<file path="src/rtl/cpu_stack_seq.sv">
// SM83 stack-operation sequencer: owns SP and runs the M2..M4 bus cycles of POP/PUSH/RET/CALL-push.
// Define CPU_STACK_SEQ_FORMAL_EN to compile in the embedded immediate assertions.
module cpu_stack_seq #(
  parameter logic [15:0] SP_RESET = 16'h0000
) (
  input  logic        clk,
  input  logic        reset,
  input  logic        start,
  input  logic [1:0]  op,
  input  logic        is_af,
  input  logic [15:0] src16,
  input  logic        sp_wr,
  input  logic [15:0] sp_wdata,
  input  logic [7:0]  din,
  output logic [15:0] sp,
  output logic [15:0] adr,
  output logic        rd,
  output logic        wr,
  output logic [7:0]  dout,
  output logic        wb_valid,
  output logic [15:0] wb_data,
  output logic        busy,
  output logic        done
);

  typedef enum logic [2:0] {
    S_IDLE  = 3'd0,
    S_INT   = 3'd1,
    S_RD_LO = 3'd2,
    S_RD_HI = 3'd3,
    S_WR_HI = 3'd4,
    S_WR_LO = 3'd5,
    S_TAIL  = 3'd6
  } state_t;

  localparam logic [1:0] OP_POP  = 2'd0;
  localparam logic [1:0] OP_PUSH = 2'd1;
  localparam logic [1:0] OP_RET  = 2'd2;

  state_t      state_r, state_s;
  logic [1:0]  t_r, t_s;
  logic [1:0]  op_r;
  logic        af_r;
  logic [15:0] src_r, sp_r, adr_r, wb_data_r;
  logic [7:0]  lo_r, dout_r;
  logic        rd_r, wr_r, busy_r, done_r, wb_valid_r;
  logic        accept_s, done_s;

  function automatic state_t first_state(input logic [1:0] o);
    case (o)
      OP_POP:  first_state = S_RD_LO;
      OP_RET:  first_state = S_RD_LO;
      default: first_state = S_INT;
    endcase
  endfunction

  function automatic logic is_last(input state_t s, input logic [1:0] o);
    case (s)
      S_RD_HI: is_last = (o == OP_POP);
      S_WR_LO: is_last = 1'b1;
      S_TAIL:  is_last = 1'b1;
      default: is_last = 1'b0;
    endcase
  endfunction

  // Next state / T-counter; a new start is taken in IDLE or in the final T4 of a sequence.
  always_comb begin
    state_s  = state_r;
    t_s      = t_r;
    accept_s = 1'b0;
    if (state_r == S_IDLE) begin
      if (start && !sp_wr) begin
        accept_s = 1'b1;
        state_s  = first_state(op);
        t_s      = 2'd0;
      end else begin
        state_s = S_IDLE;
      end
    end else begin
      t_s = t_r + 2'd1;
      if (t_r == 2'd3) begin
        if (is_last(state_r, op_r)) begin
          if (start) begin
            accept_s = 1'b1;
            state_s  = first_state(op);
          end else begin
            state_s = S_IDLE;
          end
        end else begin
          case (state_r)
            S_INT:   state_s = S_WR_HI;
            S_WR_HI: state_s = S_WR_LO;
            S_RD_LO: state_s = S_RD_HI;
            S_RD_HI: state_s = S_TAIL;
            default: state_s = S_IDLE;
          endcase
        end
      end else begin
        state_s = state_r;
      end
    end
  end

  // Final-T4 indicator for the cycle being entered.
  always_comb begin
    if (state_s != S_IDLE && t_s == 2'd3) begin
      done_s = is_last(state_s, op_r);
    end else begin
      done_s = 1'b0;
    end
  end

  // Sequencer state, latched operands and stack pointer.
  always_ff @(posedge clk or posedge reset) begin
    if (reset) begin
      state_r <= S_IDLE;
      t_r     <= 2'd0;
      op_r    <= 2'd0;
      af_r    <= 1'b0;
      src_r   <= 16'h0000;
      sp_r    <= SP_RESET;
    end else begin
      state_r <= state_s;
      t_r     <= t_s;
      if (accept_s) begin
        op_r  <= op;
        af_r  <= is_af;
        src_r <= src16;
      end
      if (state_r == S_IDLE && sp_wr) begin
        sp_r <= sp_wdata;
      end else if (t_r == 2'd0) begin
        case (state_r)
          S_RD_LO, S_RD_HI: sp_r <= sp_r + 16'd1;
          S_INT, S_WR_HI:   sp_r <= sp_r - 16'd1;
          default:          sp_r <= sp_r;
        endcase
      end
    end
  end

  // Registered bus outputs, read capture and writeback.
  always_ff @(posedge clk or posedge reset) begin
    if (reset) begin
      adr_r      <= 16'h0000;
      dout_r     <= 8'h00;
      lo_r       <= 8'h00;
      wb_data_r  <= 16'h0000;
      rd_r       <= 1'b0;
      wr_r       <= 1'b0;
      busy_r     <= 1'b0;
      done_r     <= 1'b0;
      wb_valid_r <= 1'b0;
    end else begin
      if (t_s == 2'd0 && (state_s == S_RD_LO || state_s == S_RD_HI ||
                          state_s == S_WR_HI || state_s == S_WR_LO)) begin
        adr_r <= sp_r;
      end
      if (state_s == S_WR_HI) begin
        dout_r <= src_r[15:8];
      end else if (state_s == S_WR_LO) begin
        dout_r <= src_r[7:0];
      end
      if (state_r == S_RD_LO && t_r == 2'd2) begin
        lo_r <= din;
      end
      // F[3:0] reads back as zero on POP AF.
      if (state_r == S_RD_HI && t_r == 2'd2) begin
        wb_data_r <= {din, lo_r[7:4], (op_r == OP_POP && af_r) ? 4'h0 : lo_r[3:0]};
      end
      rd_r       <= (state_s == S_RD_LO || state_s == S_RD_HI) && (t_s != 2'd3);
      wr_r       <= (state_s == S_WR_HI || state_s == S_WR_LO) && (t_s == 2'd1 || t_s == 2'd2);
      busy_r     <= (state_s != S_IDLE);
      done_r     <= done_s;
      wb_valid_r <= done_s && (op_r == OP_POP || op_r == OP_RET);
    end
  end

  assign sp       = sp_r;
  assign adr      = adr_r;
  assign rd       = rd_r;
  assign wr       = wr_r;
  assign dout     = dout_r;
  assign wb_valid = wb_valid_r;
  assign wb_data  = wb_data_r;
  assign busy     = busy_r;
  assign done     = done_r;

`ifdef CPU_STACK_SEQ_FORMAL_EN
  logic [15:0] adr_prev_r;
  logic        pending_r;

  // History for the bus-stability and start-before-done properties.
  always_ff @(posedge clk or posedge reset) begin
    if (reset) begin
      adr_prev_r <= 16'h0000;
      pending_r  <= 1'b0;
    end else begin
      adr_prev_r <= adr_r;
      if (accept_s) begin
        pending_r <= 1'b1;
      end else if (done_r) begin
        pending_r <= 1'b0;
      end
    end
  end

  // Embedded immediate assertions.
  always_ff @(posedge clk) begin
    if (!reset) begin
      assert (!(rd_r && wr_r)) else $error("rd and wr high together");
      assert (busy_r || (!rd_r && !wr_r)) else $error("strobe while idle");
      assert (!done_r || pending_r) else $error("done without start");
      if (t_r != 2'd0 && (state_r == S_RD_LO || state_r == S_RD_HI ||
                          state_r == S_WR_HI || state_r == S_WR_LO)) begin
        assert (adr_r == adr_prev_r) else $error("adr changed inside bus cycle");
      end
    end
  end
`else
  // Default build: no checker logic.
`endif

endmodule

</file>
<file path="config.mk">
export PLATFORM = sky130hd
export DESIGN_NAME = cpu_stack_seq
export DESIGN_NICKNAME = d
export VERILOG_FILES = /design/src/rtl/cpu_stack_seq.sv
export SDC_FILE = /design/constraint.sdc
export NUM_CORES = 1
export LEC_CHECK = 0
export ABC_AREA = 0
export ABC_CLOCK_PERIOD_IN_PS = 3700
export CORE_AREA = 2 2 119 121
export DETAILED_ROUTE_END_ITERATION = 10
export DIE_AREA = 0 0 121 123
export GPL_TIMING_DRIVEN = 0
export PLACE_DENSITY = 0.63
export SYNTH_ARGS = -nofsm -noshare
export SYNTH_HDL_FRONTEND = slang
export SYNTH_SLANG_ARGS = --single-unit
</file>
<file path="constraint.sdc">
create_clock -name clk -period 3.7 [get_ports clk]
set_input_delay 0.74 -clock clk [delete_from_list [all_inputs] [get_ports clk]]
set_output_delay 0.74 -clock clk [all_outputs]
set_load 0.05 [all_outputs]
</file>
---- After elaboration in Yosys (flattened, before gate mapping) ----
Index checks and enable logic that the tools add are counted.
storage, ports and cells
  word-level logic and storage cells ...... 94
  input bits .............................. 47
  output and inout port bits .............. 61
  register bits after elaboration ......... 93
cells by class
  reduce and logical (&&, ||, !) cells .... 32
  add/subtract/negate cells ............... 3
  equal/unequal tests ..................... 19
  mux-type cells .......................... 25
operators with widths
  cell                                                 count
  two-way mux 16 bit                                   2
  case mux 16 bit (2 select lines)                     1
  equality test 3 bit, second input constant           6
  adder 16 x 1 -> 16 bit, second input constant        1
  two-way mux 8 bit                                    2
  subtractor 16 x 1 -> 16 bit, second input constant   1
  two-way mux 3 bit                                    5
  equality test 2 bit, second input constant           6
  equality test 3 x 2 -> 1 bit, second input constant  4
  case mux 3 bit (4 select lines)                      1
  logical AND 1 bit                                    10
  OR reduction 2 bit                                   5
  logical NOT 2 bit                                    4
  two-way mux 1 bit                                    8
  logical OR 1 bit                                     6
  two-way mux 2 bit                                    3
  nonzero test 3 bit                                   2
  two-way mux 4 bit                                    1
  case mux 1 bit (2 select lines)                      2
  nonzero test 2 bit                                   2
  equality test 3 x 1 -> 1 bit, second input constant  1
  logical NOT 3 bit                                    1
  adder 2 x 1 -> 2 bit, second input constant          1
  equality test 2 x 1 -> 1 bit, second input constant  1
  3 further kinds                                      3

---- Longest topological paths before layout ----
  depth after elaboration ................. 13
  mapped depth ............................ 12
  depth with buffers taken out ............ 11

---- Worst setup path before layout ----
OpenSTA, ideal clock, no wires.
  path kind ............................... reg-to-reg
  start ................................... reg state_r[0]
  end ..................................... reg sp_r[15] (netlist: sp[15])
  path buffers ............................ 1
  required time ........................... 3.628 ns
  data arrival time ....................... 3.021 ns
  cell stages (with the launch flop) ...... 12
  path slack .............................. 0.607 ns
  setup time .............................. 0.072 ns
  clock period less this slack ............ 3.093 ns
  path through ............................ dfrtp_1 > clkbuf_1 > xnor2_1 > nor2_1 > ha_1 > a211oi_1 > nor2_1 > o2111ai_1 > a31oi_1 > and4_1 > o31a_1 > nor2_1
on the way
  longest elaborated chain between the ends .. 5
  elaborated cells between the ends (all ways) .. 14
  classes of those cells .................. 4 x eq/ne; 3 x mux; 7 x reduce/logical
RTL lines
  element                                               RTL line  source
  start: declaration                                    40        state_t state_r, state_s;
  start signal: assignment                              123       state_r <= state_s;
  equality test 3 x 1 -> 1 bit (tied with other cells)  133       case (state_r)
  OR reduction 2 bit                                    133
  case mux 16 bit (2 select lines)                      133
  two-way mux 16 bit                                    132       end else if (t_r == 2'd0) begin
  two-way mux 16 bit                                    130       if (state_r == S_IDLE && sp_wr) begin
  end signal: assignment                                131       sp_r <= sp_wdata;
  end signal: assignment                                134       S_RD_LO, S_RD_HI: sp_r <= sp_r + 16'd1;
  end signal: assignment                                135       S_INT, S_WR_HI: sp_r <= sp_r - 16'd1;
  end: declaration                                      44        logic [15:0] src_r, sp_r, adr_r, wb_data_r;
Several ways; a longest one is shown, not always the timed one. The select of a mux whose other input is x is not followed.
A chain may end at the register's enable or synchronous reset.

---- Final worst setup path ----
  start ................................... reg state_r[0]
  end ..................................... reg sp_r[12] (netlist: sp[12])
Same word-level chain as after synthesis.

==> impl_metrics.json <==
{
  "status": "finished clean",
  "cts_buffers": 9,
  "synthMuxAreaShare_pct": 15.8,
  "firstDrtPassIters": 4,
  "antenna_found_initial": 0,
  "num_vias": 3597,
  "ys.flop_type": "dfrtp_1",
  "cp.arrival_ns": 3.60,
  "crit_path_start_kind": "flip-flop",
  "place_congestion": 0.874,
  "dieArea_mm2": 0.0149,
  "cts.reportedPaths.clkPinSlew_ns": 0.07,
  "synth_xor_area_share_pct": 1.50,
  "dr.first_iter.drc_count": 128,
  "cts_tree": "yes",
  "fin_crit_sh_pct": 89.8,
  "required_ns": 3.98,
  "wl_per_cell_um": 15.4,
  "rows": 43,
  "maxSlewViolCount": 0,
  "ys_warn_count": 0,
  "synth_cells": 421,
  "drive_above_1_share_pct": 15.8,
  "start_util_pct": 34.3,
  "worstSetupEndpointType": "flip-flop",
  "final_nets": 607,
  "met2_wirelength_um": 5340,
  "whs_path_depth": 2,
  "synth_top_family_by_area": "multiplexers",
  "num-fill-cells": 1237,
  "grt_max_degree": 51,
  "area_growth_pct": 35.7,
  "ys_ff_latch": 93,
  "yosys.area_share.adder_pct": 5.53,
  "io_pins": 108,
  "h-tree-depth": 3,
  "diodes": 0,
  "numPortBuffers": 107,
  "slew_headroom_pct": 45.4,
  "fin_crit_ns": 3.32,
  "numPlacedInstances": 709,
  "instances_no_fill": 725,
  "viasPerCell": 4.96,
  "dp_hpwl_um": 8190,
  "clock_path_buffers": 2,
  "cp_max_fo": 16,
  "yosys.area_share.simple_pct": 11.6,
  "drv_cap": 0,
  "synthArstFlopShare_pct": 100,
  "die_h_um": 123,
  "synth-compound-area-share_pct": 12.8,
  "die_x_um": 121,
  "synth_seq_area_share_pct": 49.9,
  "worst-setup-path-type": "flip-flop to flip-flop",
  "fmax_mhz": 301,
  "skew_ns": 0.00655,
  "ys_types": 50,
  "hold_violations": 0,
  "wl_met1_um": 5270,
  "antenna_left": 0,
  "met3WireLength_um": 516,
  "highest_layer": "met4",
  "setup_violations": 0,
  "grt_pass1_vias": 3554,
  "syn_avg_cell_area_um2": 11.1,
  "remaining_drc_errors": 0,
  "core_mm2": 0.0136,
  "worst_pin_slew_ns": 0.815,
  "reg2reg_depth": 12,
  "clock_latency_ns": 0.34,
  "synth_edf_count": 0,
  "utilization_pct": 46.5,
  "grt_pass1_wl_um": 18200,
  "netlist_area_mm2": 0.00466,
  "cts_sinks": 93,
  "wl_um": 11200,
  "min_path_type": "flip-flop to flip-flop",
  "cts-root-buf": "clkbuf_16",
  "grt_setup_unrepaired": "false",
  "synth.net_count": 488,
  "grt_use_total_pct": 15.6,
  "overflow": 0
}
==> logic make-up (layout without fill, tap and decap cells) <==
group / count (synthesis) / after routing
and+or+nand+nor: 111 / 111
AOI/OAI and AO/OA: 97 / 97
DFF: 93 / 93
muxes: 63 / 63
buffers and inverters: 29 / 153
adders and majority gates: 20 / 20
xor gates and xnor gates: 8 / 8
==> path summary, 6_finish.rpt <==
kind	startpoint	to	slack, ns
worst max-delay path	state_r[0]	sp[12]	0.38
worst min-delay path	dout[0]	dout[0]	0.49
worst max register to register	state_r[0]	sp[12]	0.38
worst min register to register	dout[0]	dout[0]	0.49
max in group asynchronous	reset	rd	2.23
min in group asynchronous	reset	wb_data[9]	0.81
==> final cells by class <==
class | instances | area, µm² | share of cell area, %
buffer | 16 | 83.8 | 1.32
clock buffer | 9 | 225 | 3.56
sequential | 93 | 2330 | 36.8
multi-input combinational | 299 | 2210 | 35.0
tap | 180 | 225 | 3.56
clock inverter | 7 | 105 | 1.66
inverter | 13 | 51.3 | 0.811
timing repair buffer | 108 | 1100 | 17.4
==> flip-flops by register name, summed over array words and instances, names as in the netlist <==
register and flops:
adr 16, af_r 1, busy 1, done 1, dout 8, lo_r 8, op_r 2, rd 1
sp 16, src_r 16, state_r 3, t_r 2, wb_data 16, wb_valid 1, wr 1
==> placed cells by master, fill, tap and decap left out, types with 3 or more instances in the layout <==
master,instances
nor2_1,16
clkbuf_1,13
mux2i_1,9
dfrtp_1,93
a21oi_1,29
nor2b_1,4
a311oi_1,3
nand3_1,11
nand2_1,41
ha_1,19
xnor2_1,5
mux2_4,10
a31oi_1,6
clkbuf_16,9
nand2b_1,3
o21a_1,4
or2_2,3
nor3_1,6
or3_1,4
mux2_2,44
inv_1,12
xor2_1,3
a211oi_1,4
o21ai_0,36
and3_1,11
clkdlybuf4s50_1,107
==> per-stage QoR <==
stage | setup TNS [ns] | setup slack (ns) | hold WS [ns] | area, µm²
finish | 0 | 0.378 | 0.492 | 6330
global route | 0 | 0.0102 | 0.514 | 6330
CTS | 0 | 0.110 | 0.502 | 6320
detailed placement | -0.596 | -0.246 | 0.478 | 5990
global placement | -83.11 | -0.895 | 0.467 | 5960
floorplan | 0 | 0.540 | 0.477 | 4660
==> layer usage <==
layer,vias to the layer above,global-route usage (%)
li1,1754,-
met1,1770,21.5
met2,68,24.4
met3,5,4.11
met4,0,4.43
met5,-,0
==> cell usage after synthesis (all sizes together) (3+ instances only) <==
master | number | area (µm²)
dfrtp | 93 | 2330
mux2 | 54 | 646
nand2 | 41 | 154
o21ai | 38 | 205
a21oi | 29 | 145
ha | 19 | 238
nor2 | 18 | 70.1
clkbuf | 13 | 48.8
inv | 13 | 48.8
and3 | 11 | 68.8
nand3 | 11 | 55.1
mux2i | 9 | 90.1
a31oi | 6 | 37.5
nor3 | 6 | 30.0
o21a | 5 | 45.0
xnor2 | 5 | 43.8
a211oi | 4 | 30.0
a311oi | 4 | 41.3
nor2b | 4 | 25.0
or3 | 4 | 25.0
buf | 3 | 35.0
nand2b | 3 | 18.8
or2 | 3 | 18.8
xor2 | 3 | 26.3
==> repair_timing <==
item / CTS / global route
gates resized for setup: 1 / 1
setup endpoints to repair: 5 / 4
setup buffers: 0 / 0
hold buffers: 0 / 0
==> worst max-delay path, stage by stage, from the launching register on <==
cell and delay (ns):
dfrtp_1 0.34, clkbuf_1 0.37, xnor2_1 0.19, nor2_4 0.37, inv_1 0.16, fa_1 0.41
nor2b_1 0.17, o21a_1 0.17, o21ai_0 0.12, a21oi_1 0.26, nor2_1 0.13, or4_1 0.47
nand3_1 0.10
Power is not shown: default switching activity piles up to over one toggle a cycle in this logic, so the estimate is an artifact.
